### config.mk
export PLATFORM = sky130hd
export DESIGN_NAME = bcd_timekeeper
export DESIGN_NICKNAME = d
export VERILOG_FILES = /design/src/rtl/clock_pkg.sv /design/src/rtl/bcd_field_counter.sv /design/src/rtl/bcd_timekeeper.sv
export SDC_FILE = /design/constraint.sdc
export NUM_CORES = 1
export LEC_CHECK = 0
export ABC_CLOCK_PERIOD_IN_PS = 4100
export BUFFER_PORTS_ARGS = -buffer_cell sky130_fd_sc_hd__buf_4
export CORE_ASPECT_RATIO = 1.2
export CORE_UTILIZATION = 50
export DETAILED_ROUTE_END_ITERATION = 8
export PLACE_DENSITY_LB_ADDON = 0.12
export SYNTH_ARGS = -nofsm -noshare
export SYNTH_HDL_FRONTEND = slang
export SYNTH_SLANG_ARGS = --single-unit
### constraint.sdc
create_clock -name clk -period 4.1 [get_ports clk]
set_input_delay 0 -clock clk [delete_from_list [all_inputs] [get_ports clk]]
set_output_delay 0 -clock clk [all_outputs]
set_load 0.02 [all_outputs]
### src/rtl/clock_pkg.sv
// Shared digit widths, BCD limits and colour width for the time-of-day core.
package clock_pkg;

  localparam int UNITS_W            = 4;
  localparam int SEC_U_W            = 4;
  localparam int SEC_D_W            = 3;
  localparam int MIN_U_W            = 4;
  localparam int MIN_D_W            = 3;
  localparam int HRS_U_W            = 4;
  localparam int HRS_D_W            = 2;

  localparam int UNITS_MAX          = 9;
  localparam int TENS_MAX           = 5;
  localparam int HRS_MAX_D          = 2;
  localparam int HRS_MAX_U_AT_MAX_D = 3;

  localparam int COLOR_W            = 4;

endpackage

### src/rtl/bcd_field_counter.sv
// Two-digit BCD counter with a configurable wrap point (59 for sec/min, 23 for hours).
// Out-of-range digits are folded back to 0 on the next increment.
module bcd_field_counter #(
  parameter int TENS_W                = 3,
  parameter int TENS_MAX              = 5,
  parameter int UNITS_MAX_AT_TENS_MAX = 9
) (
  input  logic                               clk,
  input  logic                               rst_n,
  input  logic                               inc,
  output logic [clock_pkg::UNITS_W-1:0]      units,
  output logic [TENS_W-1:0]                  tens,
  output logic                               wrap
);

  localparam int                  UW    = clock_pkg::UNITS_W;
  localparam logic [UW-1:0]       U_MAX = UW'(clock_pkg::UNITS_MAX);
  localparam logic [UW-1:0]       U_TOP = UW'(UNITS_MAX_AT_TENS_MAX);
  localparam logic [TENS_W-1:0]   T_MAX = TENS_W'(TENS_MAX);

  logic [UW-1:0]     r_units;
  logic [TENS_W-1:0] r_tens;
  logic [UW-1:0]     w_units_nxt;
  logic [TENS_W-1:0] w_tens_nxt;
  logic              w_at_max;

  // Wrap detection also catches illegal tens values so they clear on the next increment.
  always_comb begin
    w_at_max = (r_tens > T_MAX) || ((r_tens == T_MAX) && (r_units >= U_TOP));
    wrap     = inc & w_at_max;
  end

  // Next-digit decode.
  always_comb begin
    w_units_nxt = r_units;
    w_tens_nxt  = r_tens;
    if (inc) begin
      if (w_at_max) begin
        w_units_nxt = {UW{1'b0}};
        w_tens_nxt  = {TENS_W{1'b0}};
      end else if (r_units >= U_MAX) begin
        w_units_nxt = {UW{1'b0}};
        w_tens_nxt  = r_tens + TENS_W'(1);
      end else begin
        w_units_nxt = r_units + UW'(1);
      end
    end else begin
      w_units_nxt = r_units;
      w_tens_nxt  = r_tens;
    end
  end

  // Digit registers.
  always_ff @(posedge clk or negedge rst_n) begin
    if (!rst_n) begin
      r_units <= {UW{1'b0}};
      r_tens  <= {TENS_W{1'b0}};
    end else begin
      r_units <= w_units_nxt;
      r_tens  <= w_tens_nxt;
    end
  end

  assign units = r_units;
  assign tens  = r_tens;

endmodule

### src/rtl/bcd_timekeeper.sv
// Time-of-day core: 1 Hz prescaler, BCD hh:mm:ss fields with set pulses, and the
// per-minute colour offset for the display stage.
module bcd_timekeeper
  import clock_pkg::*;
#(
  parameter int CLK_HZ  = 31_500_000,
  parameter int PRESC_W = 26
) (
  input  logic               clk,
  input  logic               reset_n,
  input  logic               adj_sec,
  input  logic               adj_min,
  input  logic               adj_hrs,
  output logic [SEC_U_W-1:0] sec_u,
  output logic [SEC_D_W-1:0] sec_d,
  output logic [MIN_U_W-1:0] min_u,
  output logic [MIN_D_W-1:0] min_d,
  output logic [HRS_U_W-1:0] hrs_u,
  output logic [HRS_D_W-1:0] hrs_d,
  output logic [COLOR_W-1:0] color_offset,
  output logic               sec_tick
);

  logic [PRESC_W-1:0] r_presc;
  logic               r_sec_tick;
  logic [COLOR_W-1:0] r_color;

  logic w_tick;
  logic w_sec_inc;
  logic w_min_inc;
  logic w_hrs_inc;
  logic w_sec_wrap;
  logic w_min_wrap;
  logic w_unused_hrs_wrap;

  // Carries are gated by the tick so a set pulse never ripples into the next field.
  always_comb begin
    w_tick    = (r_presc == PRESC_W'(CLK_HZ - 1));
    w_sec_inc = w_tick | adj_sec;
    w_min_inc = (w_tick & w_sec_wrap) | adj_min;
    w_hrs_inc = (w_tick & w_sec_wrap & w_min_wrap) | adj_hrs;
  end

  // Prescaler, tick pulse and colour offset; adj_sec restarts the second.
  always_ff @(posedge clk or negedge reset_n) begin
    if (!reset_n) begin
      r_presc    <= {PRESC_W{1'b0}};
      r_sec_tick <= 1'b0;
      r_color    <= {COLOR_W{1'b0}};
    end else begin
      r_sec_tick <= w_tick;
      if (adj_sec || w_tick) begin
        r_presc <= {PRESC_W{1'b0}};
      end else begin
        r_presc <= r_presc + PRESC_W'(1);
      end
      if (w_min_inc) begin
        r_color <= r_color + COLOR_W'(1);
      end else begin
        r_color <= r_color;
      end
    end
  end

  bcd_field_counter #(
    .TENS_W               (SEC_D_W),
    .TENS_MAX             (TENS_MAX),
    .UNITS_MAX_AT_TENS_MAX(UNITS_MAX)
  ) u_sec (
    .clk  (clk),
    .rst_n(reset_n),
    .inc  (w_sec_inc),
    .units(sec_u),
    .tens (sec_d),
    .wrap (w_sec_wrap)
  );

  bcd_field_counter #(
    .TENS_W               (MIN_D_W),
    .TENS_MAX             (TENS_MAX),
    .UNITS_MAX_AT_TENS_MAX(UNITS_MAX)
  ) u_min (
    .clk  (clk),
    .rst_n(reset_n),
    .inc  (w_min_inc),
    .units(min_u),
    .tens (min_d),
    .wrap (w_min_wrap)
  );

  bcd_field_counter #(
    .TENS_W               (HRS_D_W),
    .TENS_MAX             (HRS_MAX_D),
    .UNITS_MAX_AT_TENS_MAX(HRS_MAX_U_AT_MAX_D)
  ) u_hrs (
    .clk  (clk),
    .rst_n(reset_n),
    .inc  (w_hrs_inc),
    .units(hrs_u),
    .tens (hrs_d),
    .wrap (w_unused_hrs_wrap)
  );

  assign color_offset = r_color;
  assign sec_tick     = r_sec_tick;

endmodule

==> impl_metrics.json, run 1 <==
{
  "synth_area_per_cell_um2": 10.02,
  "finalHoldViolCount": 0,
  "critPathRequiredTime_ns": 4.28,
  "routed_wl_mm": 5.256,
  "synthFlopType": "dfrtp_1",
  "yosysSeqAreaShare_pct": 45.80,
  "first_global_vias": 2014,
  "cts_max_level": 2,
  "synthTopCellsByCount": "dfrtp_1, nor2_1, xnor2_1",
  "crit_path_start_kind": "flip-flop",
  "drtIter0Drc": 58,
  "nets": 332,
  "crit_path_end_kind": "flip-flop",
  "routed_via_density": 5.555,
  "grtUsageTotal_pct": 19.41,
  "port_buffers": 29,
  "drcViolationCount": 0,
  "switching_share_pct": 38.13,
  "ff_latch_area_um2": 1276,
  "grt_max_degree": 52,
  "antenna_found_initial": 0,
  "p_comb_share_pct": 41.7,
  "clock_latency_ns": 0.30,
  "irDropWorstVdd_v": 0.0003288,
  "yosys.area_share.simple_pct": 23.13,
  "vias": 2072,
  "synth_top_family_by_area": "simple AND/OR/NAND/NOR gates",
  "setup_tns_ns": 0,
  "wl_per_cell_um": 14.09,
  "dp_hpwl_mm": 3.704,
  "p_leak_nw": 1.426,
  "skew_ns": 0.01083,
  "core.rowCount": 29,
  "multi_input_area_um2": 1420,
  "ios": 30,
  "cts_setup_buffers": 0,
  "dieWidth_um": 70.15,
  "final_layout_size_suffix_gt1_share_pct": 17.04,
  "top_usage_layer": "met2",
  "met1_usage_pct": 25.76,
  "synth-compound-area-share_pct": 8.621,
  "p_sw_w": 0.0007035,
  "synth.most_common_cell": "dfrtp_1",
  "synth-async-reset-ratio_pct": 100.0,
  "die_h_um": 83.78,
  "timing.final.crit_period_ns": 2.444,
  "setup_viol_count_final": 0,
  "powerDensity_nw_per_um2": 578.5,
  "numClockSinks": 51,
  "grt_first_pass_wirelength_mm": 9.170,
  "numCtsBuffers": 5,
  "yosys-top-cells-area": "dfrtp_1, ha_1, xnor2_1",
  "crit_fanout": 12,
  "muxShareOfSynthArea_pct": 3.547,
  "syn_inst": 278,
  "crit_type": "flip-flop to flip-flop",
  "yosys_warnings": 0,
  "n_antenna_cell": 0,
  "cts_buffer_depth": 2,
  "max_cap_violations": 0,
  "synth.top_cell.area_share_pct": 45.80,
  "cts_tree": "done",
  "p_int_w": 0.001141,
  "grt_setup_unrepaired": "false",
  "crit_arrival_ns": 2.63,
  "pwr-share-seq_pct": 39.9,
  "grt_overflow": 0,
  "synth_xor_area_share_pct": 8.487,
  "tightest_slew_ns": 0.6582,
  "ant_nets": 0,
  "path_clk_slew_ns": 0.09,
  "initial_utilization_pct": 52.24,
  "gp_congestion": 0.7745,
  "power_w": 0.001845,
  "met2_usage_pct": 32.60,
  "yosys.area_share.adder_pct": 7.185,
  "yosys.area.top_type": "dfrtp_1",
  "fillers": 464,
  "holdCritPathClass": "primary input to flip-flop",
  "slew_viol_final": 0,
  "power_frac_clock_pct": 18.4,
  "cts-root-buf": "clkbuf_8",
  "grt_use_met3_pct": 3.986,
  "slew_headroom_pct": 56.12,
  "post-route-period-util_pct": 59.60,
  "synth_edf_count": 0,
  "synth_area_um2": 2786,
  "clock.fmax_ghz": 0.4092,
  "synthToLayoutAreaGrowth_pct": 14.46,
  "dieArea_um2": 5876,
  "core_um2": 5334,
  "ys_types": 48,
  "first_pass_iters": 4,
  "syn-num-nets": 299,
  "outcome": "finished, final reports clean",
  "ys_seq_elements": 51
}
[metal layers]
metal	vias up	share of wire, %
met3	4	3.2
met1	990	48
met2	35	48
met5	-	0
met4	0	0.80
li1	1043	-
[path summary, 6_finish.rpt]
kind | endpoint | slack [ns] | depth (start not counted) | from
max | u_sec.tens[0]$_DFFE_PN0P_ | 1.66 | 6 | r_presc[0]$_DFF_PN0_
min | u_min.units[3]$_DFFE_PN0P_ | 0.01 | 2 | adj_min
max reg2reg | u_sec.tens[0]$_DFFE_PN0P_ | 1.66 | 6 | r_presc[0]$_DFF_PN0_
min reg2reg | color_offset[3]$_DFFE_PN0P_ | 0.48 | 1 | color_offset[3]$_DFFE_PN0P_
max in group asynchronous | r_presc[4]$_DFF_PN0_ | 3.39 | 2 | reset_n
min in group asynchronous | u_hrs.units[2]$_DFFE_PN0P_ | 0.27 | 2 | reset_n
[registers in the layout, summed over array words and instances, names as in the netlist]
name and count:
u_min.units 4, u_sec.units 4, u_hrs.tens 2, u_hrs.units 4, sec_tick 1, u_sec.tens 3, r_presc 26, color_offset 4
u_min.tens 3
[power groups by stage]
stage	registers [W]	clock network (W)	logic [W]
floorplan	0.000850	0	0.000392
global placement	0.000742	0	0.000758
detailed placement	0.000748	0	0.000772
CTS	0.000738	0.000353	0.000778
global route	0.000758	0.000370	0.000864
finish	0.000736	0.000340	0.000769
[stage by stage]
| stage | cells | util [%] | hold slack (ns) | instance area (µm²) | setup WS (ns) |
|---|---|---|---|---|---|
| detailed placement | 364 | 57.42 | 0.07852 | 3063 | 1.655 |
| global route | 373 | 59.79 | 0.01878 | 3189 | 1.535 |
| CTS | 373 | 59.79 | 0.006385 | 3189 | 1.643 |
| global placement | 364 | 57.42 | 0.07447 | 3063 | 1.756 |
| floorplan | 278 | - | -0.2956 | 2786 | 1.882 |
| finish | 373 | 59.79 | 0.01414 | 3189 | 1.656 |
[timing repair]
item	CTS	global route
hold buffers	2	0
setup endpoints to repair	0	0
endpoints found under the hold margin	53	0
gates resized for setup	0	0
[placed cells by master, fill, tap and decap left out, drive strengths merged, types with 3 or more instances in the layout]
master,count
mux2,7
o2bb2ai,4
o21ai,7
nand2,10
nor2,46
xnor2,20
buf,30
and4,4
nand3,17
nor4,7
inv,17
nor3,7
clkbuf,5
a21oi,4
nand4,8
o22ai,3
nand3b,3
ha,16
dfrtp,51
xor2,7
[worst max-delay path, stage by stage, from the launching register on]
cell      delay (ns)
dfrtp_1         0.41
ha_1            0.31
nand4_1         0.12
or4_4           0.53
o21bai_2        0.39
and2_1          0.24
mux2_1          0.33
[final cells by class]
class	instances	share of cell area (%)
inverter	17	2.001
multi-input combinational	204	44.53
clock inverter	2	1.177
sequential	51	40.02
tap	62	2.432
clock buffer	5	2.158
timing repair buffer	32	7.689
[cells by family after synthesis]
logic type,after synthesis
simple gates,120
flops,51
compound gates,32
xor+xnor,27
buf+inv,23
fa+ha+maj,16
mux,9
Power figures use the tool's default switching activity.
==> run 2: changes to the inputs <==
ABC_CLOCK_PERIOD_IN_PS = 2090   (was 4100)
clock period = 2.09 ns   (was 4.1 ns; I/O delays follow)
==> run 2 against run 1 <==
Wire length up 14%. Global-route usage up 2.5 points. Clock-buffer cell count up 1. Largest cell class unchanged. Largest power group unchanged.
==> impl_metrics.json, run 2 (synthesized netlist as in run 1, its figures left out) <==
{
  "holdCritPathClass": "primary input to flip-flop",
  "critPathRequiredTime_ns": 2.28,
  "antenna_found_initial": 0,
  "ff_latch_area_um2": 1279,
  "numCtsBuffers": 5,
  "utilization_pct": 67.16,
  "drcViolationCount": 0,
  "layout.cells.most_common": "buf_4",
  "grt_first_pass_wirelength_mm": 10.34,
  "cts_tree": "done",
  "hold_path_depth": 2,
  "final_cell_mix": "buf_4, dfrtp_1, nor2_1, xnor2_1, nand3_1",
  "irDropWorstVdd_v": 0.0004518,
  "crit_slowest_cell": "or4_4",
  "dieWidth_um": 70.15,
  "nets": 374,
  "grtUsageTotal_pct": 21.88,
  "dp_hpwl_mm": 4.120,
  "fin_ws_ns": 0.03538,
  "powerDensity_nw_per_um2": 1075,
  "grt_max_degree": 52,
  "cpPeakStageDelay_ns": 0.55,
  "crit_arrival_ns": 2.24,
  "ios": 30,
  "clock_latency_ns": 0.30,
  "r2r-start": "r_presc[18]$_DFF_PN0_",
  "largest_reg_flops": 26,
  "p_leak_nw": 1.662,
  "slew_viol_final": 0,
  "crit_path_start_kind": "flip-flop",
  "core.rowCount": 29,
  "finalHoldViolCount": 0,
  "drtIter0Drc": 97,
  "final_layout_size_suffix_gt1_share_pct": 29.94,
  "cts_max_level": 2,
  "skew_ns": 0.009649,
  "timing.final.crit_period_ns": 2.055,
  "ff2ff_path_depth": 5,
  "power_w": 0.003850,
  "crit_type": "flip-flop to flip-flop",
  "grt_setup_unrepaired": "true",
  "synthToLayoutAreaGrowth_pct": 28.56,
  "numClockSinks": 51,
  "vias": 2283,
  "path_cells": "nand4b_1 > or4_4 > and4bb_4 > o21bai_4 > mux2_4",
  "startpoint": "r_presc[18]$_DFF_PN0_",
  "port_buffers": 29,
  "routed_via_density": 5.488,
  "fillers": 412,
  "n_antenna_cell": 0,
  "finalInstanceArea_um2": 3582,
  "pre_cts_slack_ns": 0.05069,
  "gp_congestion": 0.8308,
  "initial_utilization_pct": 52.24,
  "routed_wl_mm": 6.001,
  "max_cap_violations": 0,
  "worst_r2r_endpoint": "u_hrs.tens[1]$_DFFE_PN0P_",
  "ant_nets": 0,
  "cts_buffer_depth": 2,
  "path_clk_slew_ns": 0.09,
  "clock.fmax_ghz": 0.4867,
  "place_area_um2": 3322,
  "dpl.cell_count": 393,
  "slew_headroom_pct": 57.40,
  "crit_path_end_kind": "flip-flop",
  "dieArea_um2": 5876,
  "multi_input_area_um2": 1500,
  "fin_cells": 416,
  "r2r_slack_ns": 0.04,
  "first_pass_iters": 4,
  "core_um2": 5334,
  "grt_overflow": 0,
  "cts-root-buf": "clkbuf_8",
  "tightest_slew_ns": 0.6390,
  "outcome": "finished, final reports clean",
  "crit_fanout": 6,
  "setup_viol_count_final": 0,
  "wl_per_cell_um": 14.43,
  "crit_path_end": "u_hrs.tens[1]$_DFFE_PN0P_",
  "post-route-period-util_pct": 98.31,
  "first_global_vias": 2300,
  "die_h_um": 83.78,
  "regMostFlops": "r_presc"
}
==> run 2: repair_timing <==
action | in CTS | in global routing
hold buffers | 2 | 0
endpoints found under the setup margin | 0 | 12
gates resized for setup | 0 | 11
hold endpoints to repair | 52 | 0
buffers inserted | 0 | 13
==> run 2: per-stage QoR <==
stage	hold WS (ns)	setup TNS (ns)
final	0.05064	0
after detailed placement	0.07135	0
after global routing	0.05351	-0.08631
after floorplan	-0.2956	0
after CTS	0.02351	0
after global placement	0.07166	0
==> run 2: worst max-delay path, delay by kind of cell, from the launching register on <==
kind               cells  cell delay (ns)
DFF                    1             0.41
and+or+nand+nor        3             1.14
muxes                  1             0.30
AOI/OAI and AO/OA      1             0.10
==> run 2: worst min-delay path by stage <==
stage               slack, ns                     endpoint    start
CTS                      0.02   u_min.units[3]$_DFFE_PN0P_  adj_min
global placement         0.07   u_hrs.units[2]$_DFFE_PN0P_  reset_n
detailed placement       0.07   u_hrs.units[2]$_DFFE_PN0P_  reset_n
floorplan               -0.30  color_offset[0]$_DFFE_PN0P_  reset_n
global route             0.05   u_min.units[3]$_DFFE_PN0P_  adj_min
finish                   0.05   u_min.units[3]$_DFFE_PN0P_  adj_min
==> run 2: power by group <==
| group | switching [W] | total (W) | internal, W |
|---|---|---|---|
| clock | 0.000316 | 0.000551 | 0.000235 |
| sequential | 0.000233 | 0.00143 | 0.00120 |
| combinational | 0.000945 | 0.00187 | 0.000920 |
==> run 2: metal layers <==
layer	share of wire [%]	vias up	track usage (%)
li1	-	1130	-
met1	43	1105	26.77
met2	53	42	38.72
met3	2.8	6	3.986
met4	1.0	0	6.909
met5	0	-	0
==> run 2: cell type report <==
class / instances / area share, %
multi-input combinational: 204 / 41.88
sequential: 51 / 35.70
timing repair buffer: 74 / 16.10
tap: 62 / 2.166
clock buffer: 6 / 2.026
inverter: 17 / 1.781
clock inverter: 2 / 0.3493
